### config.mk
export PLATFORM = sky130hd
export DESIGN_NAME = wc_frame_driver_flat
export DESIGN_NICKNAME = d
export VERILOG_FILES = /design/src/rtl/wc_frame_driver_if.sv /design/src/rtl/wc_frame_driver.sv /design/src/flat_wrapper.sv
export SDC_FILE = /design/constraint.sdc
export NUM_CORES = 1
export LEC_CHECK = 0
export CAP_MARGIN = 5
export CORE_ASPECT_RATIO = 0.6
export CORE_MARGIN = 2
export CORE_UTILIZATION = 50
export CTS_CLUSTER_DIAMETER = 120
export DETAILED_ROUTE_END_ITERATION = 6
export PLACE_DENSITY = 0.77
export SYNTH_ARGS = -nofsm -noshare
export SYNTH_HDL_FRONTEND = slang
export SYNTH_SLANG_ARGS = --single-unit
### constraint.sdc
create_clock -name clk -period 3.3 [get_ports clk]
set_clock_uncertainty 0.2 [all_clocks]
set_input_delay 0.66 -clock clk [delete_from_list [all_inputs] [get_ports clk]]
set_output_delay 0.66 -clock clk [all_outputs]
set_load 0.02 [all_outputs]
### src/rtl/wc_frame_driver_if.sv
// D/Z link between the host-side frame driver and the Winograd core,
// with the host stream handshakes.
interface wc_frame_driver_if #(
  parameter int unsigned N  = 10,
  parameter int unsigned DW = 7,
  parameter int unsigned ZW = 4
);
  logic [DW-1:0]   in_data;
  logic            in_valid;
  logic            in_ready;
  logic [N*DW-1:0] D;
  logic            d_valid;
  logic [N*ZW-1:0] Z;
  logic [ZW-1:0]   out_data;
  logic            out_valid;
  logic            out_ready;
  logic            busy;

  // Frame driver side
  modport master (
    input  in_data, in_valid, Z, out_ready,
    output in_ready, D, d_valid, out_data, out_valid, busy
  );

  // Host / core side
  modport slave (
    output in_data, in_valid, Z, out_ready,
    input  in_ready, D, d_valid, out_data, out_valid, busy
  );
endinterface

### src/rtl/wc_frame_driver.sv
// Packs N input elements into one D frame for the Winograd core, captures the
// Z result LAT cycles after issue and streams it back one element at a time.
// Only one frame is ever in flight.
module wc_frame_driver #(
  parameter int unsigned N   = 10,
  parameter int unsigned DW  = 7,
  parameter int unsigned ZW  = 4,
  parameter int unsigned LAT = 4
) (
  input  logic              clk,
  input  logic              rst,
  wc_frame_driver_if.master bus
);

  localparam int unsigned IW = (N > 1) ? $clog2(N) : 1;
  localparam int unsigned CW = $clog2(LAT + 1);

  typedef enum logic [1:0] {
    S_FILL  = 2'd0,
    S_ISSUE = 2'd1,
    S_WAIT  = 2'd2,
    S_DRAIN = 2'd3
  } state_t;

  state_t          r_state;
  logic [DW-1:0]   r_slots [N];
  logic [IW-1:0]   r_idx;
  logic [IW-1:0]   r_odx;
  logic [CW-1:0]   r_wcnt;
  logic [N*ZW-1:0] r_z;
  logic [N*DW-1:0] r_d;
  logic            r_d_valid;
  logic            r_in_ready;
  logic [ZW-1:0]   r_out_data;
  logic            r_out_valid;
  logic            r_busy;

  logic            w_accept;
  logic            w_hs;
  logic            w_last_in;
  logic            w_last_out;
  logic            w_capture;
  logic [IW-1:0]   w_next_odx;
  logic [N*DW-1:0] w_frame;

  assign w_accept   = bus.in_valid && r_in_ready;
  assign w_hs       = r_out_valid && bus.out_ready;
  assign w_last_in  = (r_idx == IW'(N - 1));
  assign w_last_out = (r_odx == IW'(N - 1));
  assign w_next_odx = r_odx + IW'(1);
  // Capture edge is LAT edges after the ISSUE cycle began; LAT=1 captures leaving ISSUE
  assign w_capture  = ((r_state == S_ISSUE) && (LAT == 1)) ||
                      ((r_state == S_WAIT) && (r_wcnt == CW'(LAT - 1)));

  // Frame as it will look once the element arriving now fills the last slot
  always_comb begin
    w_frame = '0;
    for (int unsigned k = 0; k < N - 1; k++) begin
      w_frame[k*DW +: DW] = r_slots[k];
    end
    w_frame[(N-1)*DW +: DW] = bus.in_data;
  end

  // Fill / issue / wait / drain sequencing with registered outputs
  always_ff @(posedge clk) begin
    if (rst) begin
      r_state     <= S_FILL;
      r_idx       <= '0;
      r_odx       <= '0;
      r_wcnt      <= '0;
      r_z         <= '0;
      r_d         <= '0;
      r_d_valid   <= 1'b0;
      r_in_ready  <= 1'b1;
      r_out_data  <= '0;
      r_out_valid <= 1'b0;
      r_busy      <= 1'b0;
      for (int unsigned k = 0; k < N; k++) begin
        r_slots[k] <= '0;
      end
    end else begin
      r_d_valid <= 1'b0;
      case (r_state)
        S_FILL: begin
          if (w_accept) begin
            r_slots[r_idx] <= bus.in_data;
            r_busy         <= 1'b1;
            if (w_last_in) begin
              r_idx      <= '0;
              r_d        <= w_frame;
              r_d_valid  <= 1'b1;
              r_in_ready <= 1'b0;
              r_state    <= S_ISSUE;
            end else begin
              r_idx <= r_idx + IW'(1);
            end
          end
        end

        S_ISSUE, S_WAIT: begin
          if (w_capture) begin
            r_z         <= bus.Z;
            r_out_data  <= bus.Z[ZW-1:0];
            r_out_valid <= 1'b1;
            r_odx       <= '0;
            r_state     <= S_DRAIN;
          end else if (r_state == S_ISSUE) begin
            r_wcnt  <= CW'(1);
            r_state <= S_WAIT;
          end else begin
            r_wcnt <= r_wcnt + CW'(1);
          end
        end

        S_DRAIN: begin
          if (w_hs) begin
            if (w_last_out) begin
              r_out_valid <= 1'b0;
              r_odx       <= '0;
              r_in_ready  <= 1'b1;
              r_busy      <= 1'b0;
              r_state     <= S_FILL;
            end else begin
              r_odx      <= w_next_odx;
              r_out_data <= r_z[w_next_odx*ZW +: ZW];
            end
          end
        end

        default: begin
          r_state <= S_FILL;
        end
      endcase
    end
  end

  assign bus.in_ready  = r_in_ready;
  assign bus.D         = r_d;
  assign bus.d_valid   = r_d_valid;
  assign bus.out_data  = r_out_data;
  assign bus.out_valid = r_out_valid;
  assign bus.busy      = r_busy;

endmodule

### src/flat_wrapper.sv
// flat-port wrapper written by rule: the top's interface ports become plain ports
module wc_frame_driver_flat 
#(
  parameter int unsigned N   = 10,
  parameter int unsigned DW  = 7,
  parameter int unsigned ZW  = 4,
  parameter int unsigned LAT = 4
)
  (clk, rst, bus_in_data, bus_in_valid, bus_Z, bus_out_ready, bus_in_ready, bus_D, bus_d_valid, bus_out_data, bus_out_valid, bus_busy);
  wc_frame_driver_if #(.N(N), .DW(DW), .ZW(ZW)) bus_i ();
  input  logic clk;
  input  logic rst;
  input wire logic [$bits(bus_i.in_data)-1:0] bus_in_data;
  input wire logic [$bits(bus_i.in_valid)-1:0] bus_in_valid;
  input wire logic [$bits(bus_i.Z)-1:0] bus_Z;
  input wire logic [$bits(bus_i.out_ready)-1:0] bus_out_ready;
  output wire logic [$bits(bus_i.in_ready)-1:0] bus_in_ready;
  output wire logic [$bits(bus_i.D)-1:0] bus_D;
  output wire logic [$bits(bus_i.d_valid)-1:0] bus_d_valid;
  output wire logic [$bits(bus_i.out_data)-1:0] bus_out_data;
  output wire logic [$bits(bus_i.out_valid)-1:0] bus_out_valid;
  output wire logic [$bits(bus_i.busy)-1:0] bus_busy;
  assign bus_i.in_data = bus_in_data;
  assign bus_i.in_valid = bus_in_valid;
  assign bus_i.Z = bus_Z;
  assign bus_i.out_ready = bus_out_ready;
  assign bus_in_ready = bus_i.in_ready;
  assign bus_D = bus_i.D;
  assign bus_d_valid = bus_i.d_valid;
  assign bus_out_data = bus_i.out_data;
  assign bus_out_valid = bus_i.out_valid;
  assign bus_busy = bus_i.busy;
  wc_frame_driver #(.N(N), .DW(DW), .ZW(ZW), .LAT(LAT)) u_core (.clk(clk), .rst(rst), .bus(bus_i));
endmodule
== Word level (Yosys, flattened, before mapping) ==
Memories as Yosys holds them, arrays and structs flattened. A register that Yosys moved wholly into a read port is not among the register bits.
Cells that the tools add are included.

* Add/subtract/negate cells: 3
* Equality and inequality tests: 13
* Shifts and indexed selects: 1
* Multiplexer cells: 38
* Bitwise gates (word level): 3
* Reductions and logical operators: 19

{| class="wikitable"
|+ Operators by type and width
! operator !! count
|-
| 40-bit by 7-bit variable part select with 4-bit output || 1
|-
| 4-bit 2-to-1 mux || 8
|-
| 1-bit 2-to-1 mux || 16
|-
| 4-bit case mux with 2 select lines || 2
|-
| 2-bit 2-to-1 mux || 6
|-
| 4-bit AND reduction || 3
|-
| 2-bit by 1-bit != test with 1-bit output (second input constant) || 5
|-
| 5-bit AND reduction || 2
|-
| 4-bit by 1-bit adder with 4-bit output (second input constant) || 2
|-
| 4-bit equality test (second input constant) || 2
|-
| 7-bit 2-to-1 mux || 1
|-
| 7-bit OR reduction || 1
|-
| 1-bit case mux with 2 select lines || 3
|-
| 2-bit case mux with 3 select lines || 1
|-
| 2-bit AND reduction || 3
|-
| 3-bit AND reduction || 2
|-
| 2-bit equality test (second input constant) || 2
|-
| 2-bit nonzero test || 2
|-
| 3-bit by 1-bit adder with 3-bit output (second input constant) || 1
|-
| 3-bit by 2-bit equality test with 1-bit output (second input constant) || 1
|-
| 1-bit logical AND || 3
|-
| 3-bit 2-to-1 mux || 1
|-
| 3-bit by 1-bit != test with 1-bit output (second input constant) || 1
|-
| 1-bit NOT || 3
|-
| other kinds (5) || 5
|}

* Bits in registers: 131
* Bits in writable memories: 70
* Input bits: 51
* Output and inout bits: 78
* Logic and storage cells: 89
* Memories kept: 1

{| class="wikitable"
|+ Memories
! name !! words !! bits a word !! read ports !! clocked after Yosys merged registers in !! write ports !! line !! RTL
|-
| u_core.r_slots || 10 || 7 || 9 || 9 || 10 || wc_frame_driver.sv:26 || <nowiki>logic [DW-1:0] r_slots [N];</nowiki>
|}

== Depth between registers and ports, before layout ==
Gate-level depths: netlist of the first run.

* Depth after elaboration: 7
* Mapped depth: 8

== Worst setup path before layout of the first run ==
OpenSTA, ideal clock, no wires.

* Path type: input-to-reg
* From: input rst
* To: memory u_core.r_slots[3][0], enable pin
* Arrival: 1.648 ns
* Data required time: 2.772 ns
* Slack: 1.124 ns
* Cell stages on the path: 4
* Buffers on the path: 0
* Path through: nand4b_1 > nor3b_1 > nand2_1 > nand2b_1

{| class="wikitable"
|+ RTL lines
! element !! line !! RTL
|-
| start: declaration || flat_wrapper.sv:12 || <nowiki>input logic rst;</nowiki>
|-
| end: declaration || wc_frame_driver.sv:26 ||
|}

== Worst setup path in the final report of the first run ==
* From: register u_core.r_odx[1]
* To: register u_core.r_out_data[3], in the netlist u_core.bus.out_data[3]

* Word-level cells in the longest chain between the ends: 5
* Elaborated cells on any way between the ends: 8
* Classes of those cells: add/sub: 1; eq/ne: 2; shift: 1; mux: 3; reduce/logical: 1

{| class="wikitable"
|+ Ends and longest elaborated chain
! element !! line !! RTL
|-
| start: declaration || wc_frame_driver.sv:28 || <nowiki>logic [IW-1:0] r_odx;</nowiki>
|-
| start signal: assignment || wc_frame_driver.sv:124 || <nowiki>r_odx <= w_next_odx;</nowiki>
|-
| 4-bit by 1-bit adder with 4-bit output || wc_frame_driver.sv:50 || <nowiki>assign w_next_odx = r_odx + IW'(1);</nowiki>
|-
| 40-bit by 7-bit variable part select with 4-bit output || wc_frame_driver.sv:125 || <nowiki>r_out_data <= r_z[w_next_odx*ZW +: ZW];</nowiki>
|-
| 4-bit 2-to-1 mux || wc_frame_driver.sv:117 || <nowiki>if (w_last_out) begin</nowiki>
|-
| 4-bit 2-to-1 mux || wc_frame_driver.sv:116 || <nowiki>if (w_hs) begin</nowiki>
|-
| 4-bit case mux with 2 select lines || wc_frame_driver.sv:83 || <nowiki>case (r_state)</nowiki>
|-
| end signal: assignment || wc_frame_driver.sv:103 || <nowiki>r_out_data <= bus.Z[ZW-1:0];</nowiki>
|-
| end signal: assignment || wc_frame_driver.sv:125 ||
|-
| end: declaration || wc_frame_driver.sv:34 || <nowiki>logic [ZW-1:0] r_out_data;</nowiki>
|}

Several ways; a longest one is shown, not always the timed one. The select of a mux whose other input is x is not followed.
A chain may end at the register's enable or synchronous reset.

==> flow_metrics.py, run 1 <==
metrics = {
    "placed_design": {
        "pre_cts_slack_ns": 0.4835,
        "dp.cells": 1109,
        "placed_area_um2": 9082,
        "port_buffers": 128,
        "gp_congestion": 0.8591,
        "dp_hpwl_mm": 12.30,
    },
    "detailed_routing": {
        "drt-pass1-iter-count": 5,
        "routed_wl_mm": 18.41,
        "route.met2.wl_mm": 7.720,
        "routedWlPerCell_um": 16.13,
        "dr.max_layer_used": "met4",
        "drtAntennaViolNets": 0,
        "drc": 0,
        "vias_per_cell": 5.315,
        "route.met3.wl_mm": 1.183,
        "wl_met1_mm": 9.366,
        "drt-initial-drc-count": 582,
        "vias": 6064,
    },
    "clock_network": {
        "cts_tree": "yes",
        "clockBufferDepth": 2,
        "cts.repair.resized": 0,
        "clkTransAtPathRegs_ns": 0.07,
        "cts_sinks": 194,
        "clk_latency_ns": 0.42,
        "hold_buffers": 0,
        "numCtsBuffers": 17,
        "post-cts-setup-buffers": 0,
        "cts-root-buf": "clkbuf_16",
        "htree_levels": 4,
    },
    "timing": {
        "report.final.slew_viol_count": 0,
        "worst_slack_ns": 0.7995,
        "max_freq_mhz": 399.9,
        "setup-tns-final_ns": 0,
        "finalCritPeriodShare_pct": 75.77,
        "holdWs_ns": 0.2547,
        "finalHoldViolCount": 0,
        "tightest_slew_ns": 0.6533,
        "rsz0062_at_grt": "no",
        "final-setup-viol-count": 0,
        "max_slew_margin_pct": 56.45,
        "layout_min_cycle_time_ns": 2.501,
    },
    "worst_setup_path": {
        "critPathMaxFanout": 7,
        "worstPathRequired_ns": 3.41,
        "rr_worst_depth": 6,
        "crit_arrival_ns": 2.61,
        "crit_type": "flip-flop to flip-flop",
        "worst_setup_path_end_kind": "flip-flop",
        "start_kind": "flip-flop",
    },
    "die": {
        "die_x_um": 163.1,
        "rows": 34,
        "placeableCoreArea_um2": 14680,
        "io_pins": 129,
        "dieArea_um2": 16220,
        "chipHeight_um": 99.47,
        "initial_core_util_pct": 51.75,
    },
    "logic_synthesis": {
        "synth_async_sr_flop_share_pct": 0,
        "synth_nets": 875,
        "ys_seq_area_share_pct": 59.44,
        "yosysWarnings": 0,
        "synthCells": 815,
        "synth_edf_count": 63,
        "synthFlopType": "dfxtp_1",
        "postSynthAreaPerCell_um2": 9.319,
        "synth_seq_cells": 194,
        "syn_area_um2": 7595,
        "synth.distinct_cells": 48,
    },
    "cells_and_area": {
        "multi_input_area_um2": 2859,
        "stdcell_count": 1141,
        "area_growth_pct": 27.48,
        "drive_above_1_share_pct": 7.105,
        "fillers": 1199,
        "layout_commonest_cell": "nand2_1",
        "nNetsFinal": 990,
        "final-seq-area_um2": 4514,
        "post-route-util_pct": 65.97,
        "final_area_um2": 9682,
        "diodes": 0,
        "final_cell_mix": "nand2_1, dfxtp_1, clkdlybuf4s50_1",
    },
    "pwr": {
        "power_frac_seq_pct": 50.9,
        "finalPower_mw": 5.069,
        "p_int_mw": 3.847,
        "vdd_ir_drop_max_mv": 0.3559,
        "comb_power_share_pct": 8.0,
        "leakage_nw": 3.216,
        "clockPowerShare_pct": 41.1,
        "switching_power_mw": 1.222,
        "p_per_area_nw_per_um2": 523.6,
        "sw_frac_of_total_pct": 24.11,
    },
    "min_path": {
        "min-delay-path-class": "flip-flop to flip-flop",
        "holdPathStages": 2,
    },
    "grt": {
        "overflow": 0,
        "grt_max_degree": 139,
        "antenna_found_initial": 0,
        "first_global_vias": 5719,
        "grt_pass1_wl_mm": 29.82,
        "grt_use_total_pct": 23.52,
    },
    "job": {
        "cap_violations": 0,
    },
    "outcome": {
        "status": "finished clean",
    },
}
## logic make-up after synthesis
group,synth area share (%)
adder cells (fa/ha/maj),1.483
XOR/XNOR,0.1153
flip-flops,59.44
buffers and inverters,3.015
multiplexers,3.328
AND/OR/NAND/NOR,21.29
AO/OA/AOI/OAI,11.33
## power by group through the flow
stage | Combinational [mW] | Sequential (mW) | Clock, mW
after floorplan | 0.214 | 2.64 | 0
after global placement | 0.394 | 2.63 | 0
after detailed placement | 0.398 | 2.64 | 0
after CTS | 0.403 | 2.58 | 2.10
after global routing | 0.439 | 2.59 | 2.21
final | 0.405 | 2.58 | 2.08
## metal layers
metal / vias to the layer above / global-route usage [%]
met3: 13 / 5.088
met1: 2875 / 36.81
met2: 207 / 33.25
li1: 2969 / -
met4: 0 / 5.106
met5: - / 0
## flip-flops by register name (all words and copies together) (netlist names)
name / flops
u_core.r_slots: 63
u_core.bus.D: 7
u_core.r_state: 2
u_core.bus.in_ready: 1
u_core.r_odx: 4
u_core.bus.out_data: 4
u_core.bus.out_valid: 1
u_core.bus.busy: 1
u_core.r_idx: 4
u_core.r_z: 40
bus_D: 63
u_core.r_wcnt: 3
u_core.bus.d_valid: 1
## cell usage after synthesis, types with 2 or more instances
cell,n,area [um2]
ha_1,9,112.6
nand4_1,3,18.77
nor2_1,77,289.0
and2_1,8,50.05
mux2i_1,5,50.05
nor2b_1,8,50.05
edfxtp_1,63,1892
nand2b_1,11,68.82
dfxtp_1,131,2623
nand3_1,15,75.07
o2111a_1,4,45.04
a211oi_1,2,15.01
or3b_4,2,22.52
nand2_1,243,912.1
buf_2,12,60.06
a31oi_1,2,12.51
clkbuf_1,37,138.9
o21ai_0,12,60.06
o21ai_1,4,20.02
a22oi_1,2,15.01
inv_1,8,30.03
nor3b_1,2,15.01
a21oi_1,117,585.6
and3_1,3,18.77
mux4_2,8,180.2
nor3_1,4,20.02
or3_1,2,12.51
## cell type report
type / count / area share [%]
Sequential cell: 194 / 46.63
Clock inverter: 15 / 1.796
Timing Repair Buffer: 145 / 14.78
Multi-Input combinational cell: 564 / 29.53
Inverter: 8 / 0.3102
Clock buffer: 17 / 4.394
Tap cell: 198 / 2.559
## final timing paths
check / start / end / slack (ns)
setup reg to reg: u_core.r_odx[1] / u_core.bus.out_data[3] / 0.80
setup / recovery: u_core.r_odx[1] / u_core.bus.out_data[3] / 0.80
hold reg to reg: u_core.r_z[18] / u_core.r_z[18] / 0.25
hold / removal: u_core.r_z[18] / u_core.r_z[18] / 0.25
## critical path, stage by stage (launching register included)
cell,delay [ns]
dfxtp_1,0.46
inv_1,0.10
ha_1,0.59
mux4_2,0.62
nand3_1,0.13
o2111a_1,0.23
o21ai_1,0.06
(Power assumes the default switching activity.)
==> run 2, diff against run 1 <==
Settings changed: CORE_UTILIZATION 50 to 48.
Clock period 3.3 ns to 2.23 ns, I/O delays scaled along.
==> run 2 against run 1 <==
  * Utilization down 0.083 points
  * Sequential power up 48%
  * Largest cell class unchanged
  * Global-route usage is 1.2 points lower
  * Worst setup slack lost 0.69 ns
  * Combinational power up 76%
  * Hold slack worse by 0.0011 ns
==> flow_metrics.py, run 2 (same netlist as run 1, synthesis figures left out) <==
metrics = {
    "grt": {
        "grt_use_total_pct": 22.28,
        "first_global_vias": 5851,
        "antenna_found_initial": 0,
        "grt_max_degree": 62,
        "grt_pass1_wl_mm": 29.84,
        "overflow": 0,
    },
    "worst_setup_path": {
        "start_kind": "flip-flop",
        "worst_setup_path_end_kind": "flip-flop",
        "cp-startpoint": "u_core.r_odx[1]",
        "worstReg2RegStart": "u_core.r_odx[1]",
        "crit_type": "flip-flop to flip-flop",
        "critPathMaxFanout": 5,
        "worstPathRequired_ns": 2.35,
        "rr_worst_depth": 7,
        "crit_arrival_ns": 2.24,
        "rr_endpoint": "u_core.bus.out_data[0]",
        "rrSetupSlack_ns": 0.11,
    },
    "min_path": {
        "min-delay-path-class": "flip-flop to flip-flop",
        "holdPathStages": 2,
        "min_to": "u_core.r_z[11]",
        "min_from": "u_core.r_z[11]",
    },
    "timing": {
        "layout_min_cycle_time_ns": 2.125,
        "max_freq_mhz": 470.7,
        "final-setup-viol-count": 0,
        "finalHoldViolCount": 0,
        "setup-tns-final_ns": 0,
        "finalCritPeriodShare_pct": 95.27,
        "holdWs_ns": 0.2536,
        "tightest_slew_ns": 0.4452,
        "rsz0062_at_grt": "no",
        "max_slew_margin_pct": 70.32,
        "report.final.slew_viol_count": 0,
    },
    "placed_design": {
        "dp_hpwl_mm": 13.01,
        "placed_area_um2": 9489,
        "port_buffers": 128,
        "gp_congestion": 0.8449,
    },
    "clock_network": {
        "numCtsBuffers": 17,
        "cts-root-buf": "clkbuf_16",
        "cts_sinks": 194,
        "htree_levels": 4,
        "hold_buffers": 0,
        "clkTransAtPathRegs_ns": 0.07,
        "clk_latency_ns": 0.44,
        "cts_tree": "yes",
        "clockBufferDepth": 2,
        "post-cts-setup-buffers": 0,
    },
    "detailed_routing": {
        "vias_per_cell": 5.281,
        "routedWlPerCell_um": 15.65,
        "drtAntennaViolNets": 0,
        "vias": 6263,
        "routed_wl_mm": 18.56,
        "drt-initial-drc-count": 551,
        "drt-pass1-iter-count": 5,
        "drc": 0,
    },
    "die": {
        "io_pins": 129,
        "rows": 35,
        "placeableCoreArea_um2": 15410,
        "die_x_um": 166.4,
        "dieArea_um2": 16880,
        "initial_core_util_pct": 49.27,
        "chipHeight_um": 101.4,
    },
    "cells_and_area": {
        "diodes": 0,
        "post-route-util_pct": 65.88,
        "final_cell_mix": "nand2_1, dfxtp_1, clkdlybuf4s50_1",
        "layout_commonest_cell": "nand2_1",
        "multi_input_area_um2": 2912,
        "final_area_um2": 10160,
        "drive_above_1_share_pct": 12.51,
        "area_growth_pct": 33.72,
        "fillers": 1223,
        "final-seq-area_um2": 4516,
        "nNetsFinal": 1030,
    },
    "job": {
        "cap_violations": 0,
    },
    "pwr": {
        "p_per_area_nw_per_um2": 748.2,
        "leakage_nw": 3.436,
        "finalPower_mw": 7.599,
        "vdd_ir_drop_max_mv": 0.4749,
    },
    "outcome": {
        "status": "finished clean",
    },
}
-- run 2: worst max path at each step --
stage | endpoint | cells after the start
after floorplan | u_core.r_slots[3][0] | 6
after global placement | u_core.r_slots[7][4] | 6
after detailed placement | u_core.r_slots[1][6] | 6
after CTS | u_core.r_slots[1][2] | 7
after global routing | u_core.r_slots[7][0] | 7
final | u_core.bus.out_data[0] | 7
-- run 2: per-stage QoR --
step,instances,worst slack (ns)
2_1_floorplan,815,0.08293
3_3_place_gp,1154,-0.1406
3_5_place_dp,1154,-0.1908
4_1_cts,1186,0.05111
5_1_grt,1186,0.007026
6_report,1186,0.1054
-- run 2: repair_timing --
action | 4_1_cts | 5_1_grt
pin swaps | 0 | 1
setup endpoints to repair | 1 | 55
resized for setup | 1 | 15
-- run 2: area by class of cell --
| class | instances | area share [%] |
|---|---|---|
| Timing Repair Buffer | 185 | 18.02 |
| Inverter | 8 | 0.2957 |
| Clock inverter | 15 | 1.860 |
| Tap cell | 203 | 2.501 |
| Clock buffer | 17 | 4.189 |
| Multi-Input combinational cell | 564 | 28.67 |
| Sequential cell | 194 | 44.46 |
-- run 2: routing by layer --
layer,global-route usage (%),up-vias,wire length (um)
met2,31.56,211,7497
met5,0,-,0
li1,-,3049,-
met3,4.650,24,1315
met4,7.162,0,297
met1,34.08,2979,9447
-- run 2: report_power, final --
part | leakage (nW) | switching, mW | internal (mW) | total, mW
Clock | 0.289 | 1.54 | 1.52 | 3.07
Combinational | 1.44 | 0.383 | 0.331 | 0.714
Sequential | 1.71 | 0.0673 | 3.75 | 3.82
Total | 3.44 | 1.99 | 5.61 | 7.60
-- run 2: worst max-delay path, stage by stage, from the launching register on --
cell and delay, ns:
dfxtp_1 0.34, inv_1 0.09, ha_4 0.30, buf_12 0.12, mux4_2 0.53, nand3_1 0.11
o2111a_1 0.24, o21ai_1 0.08
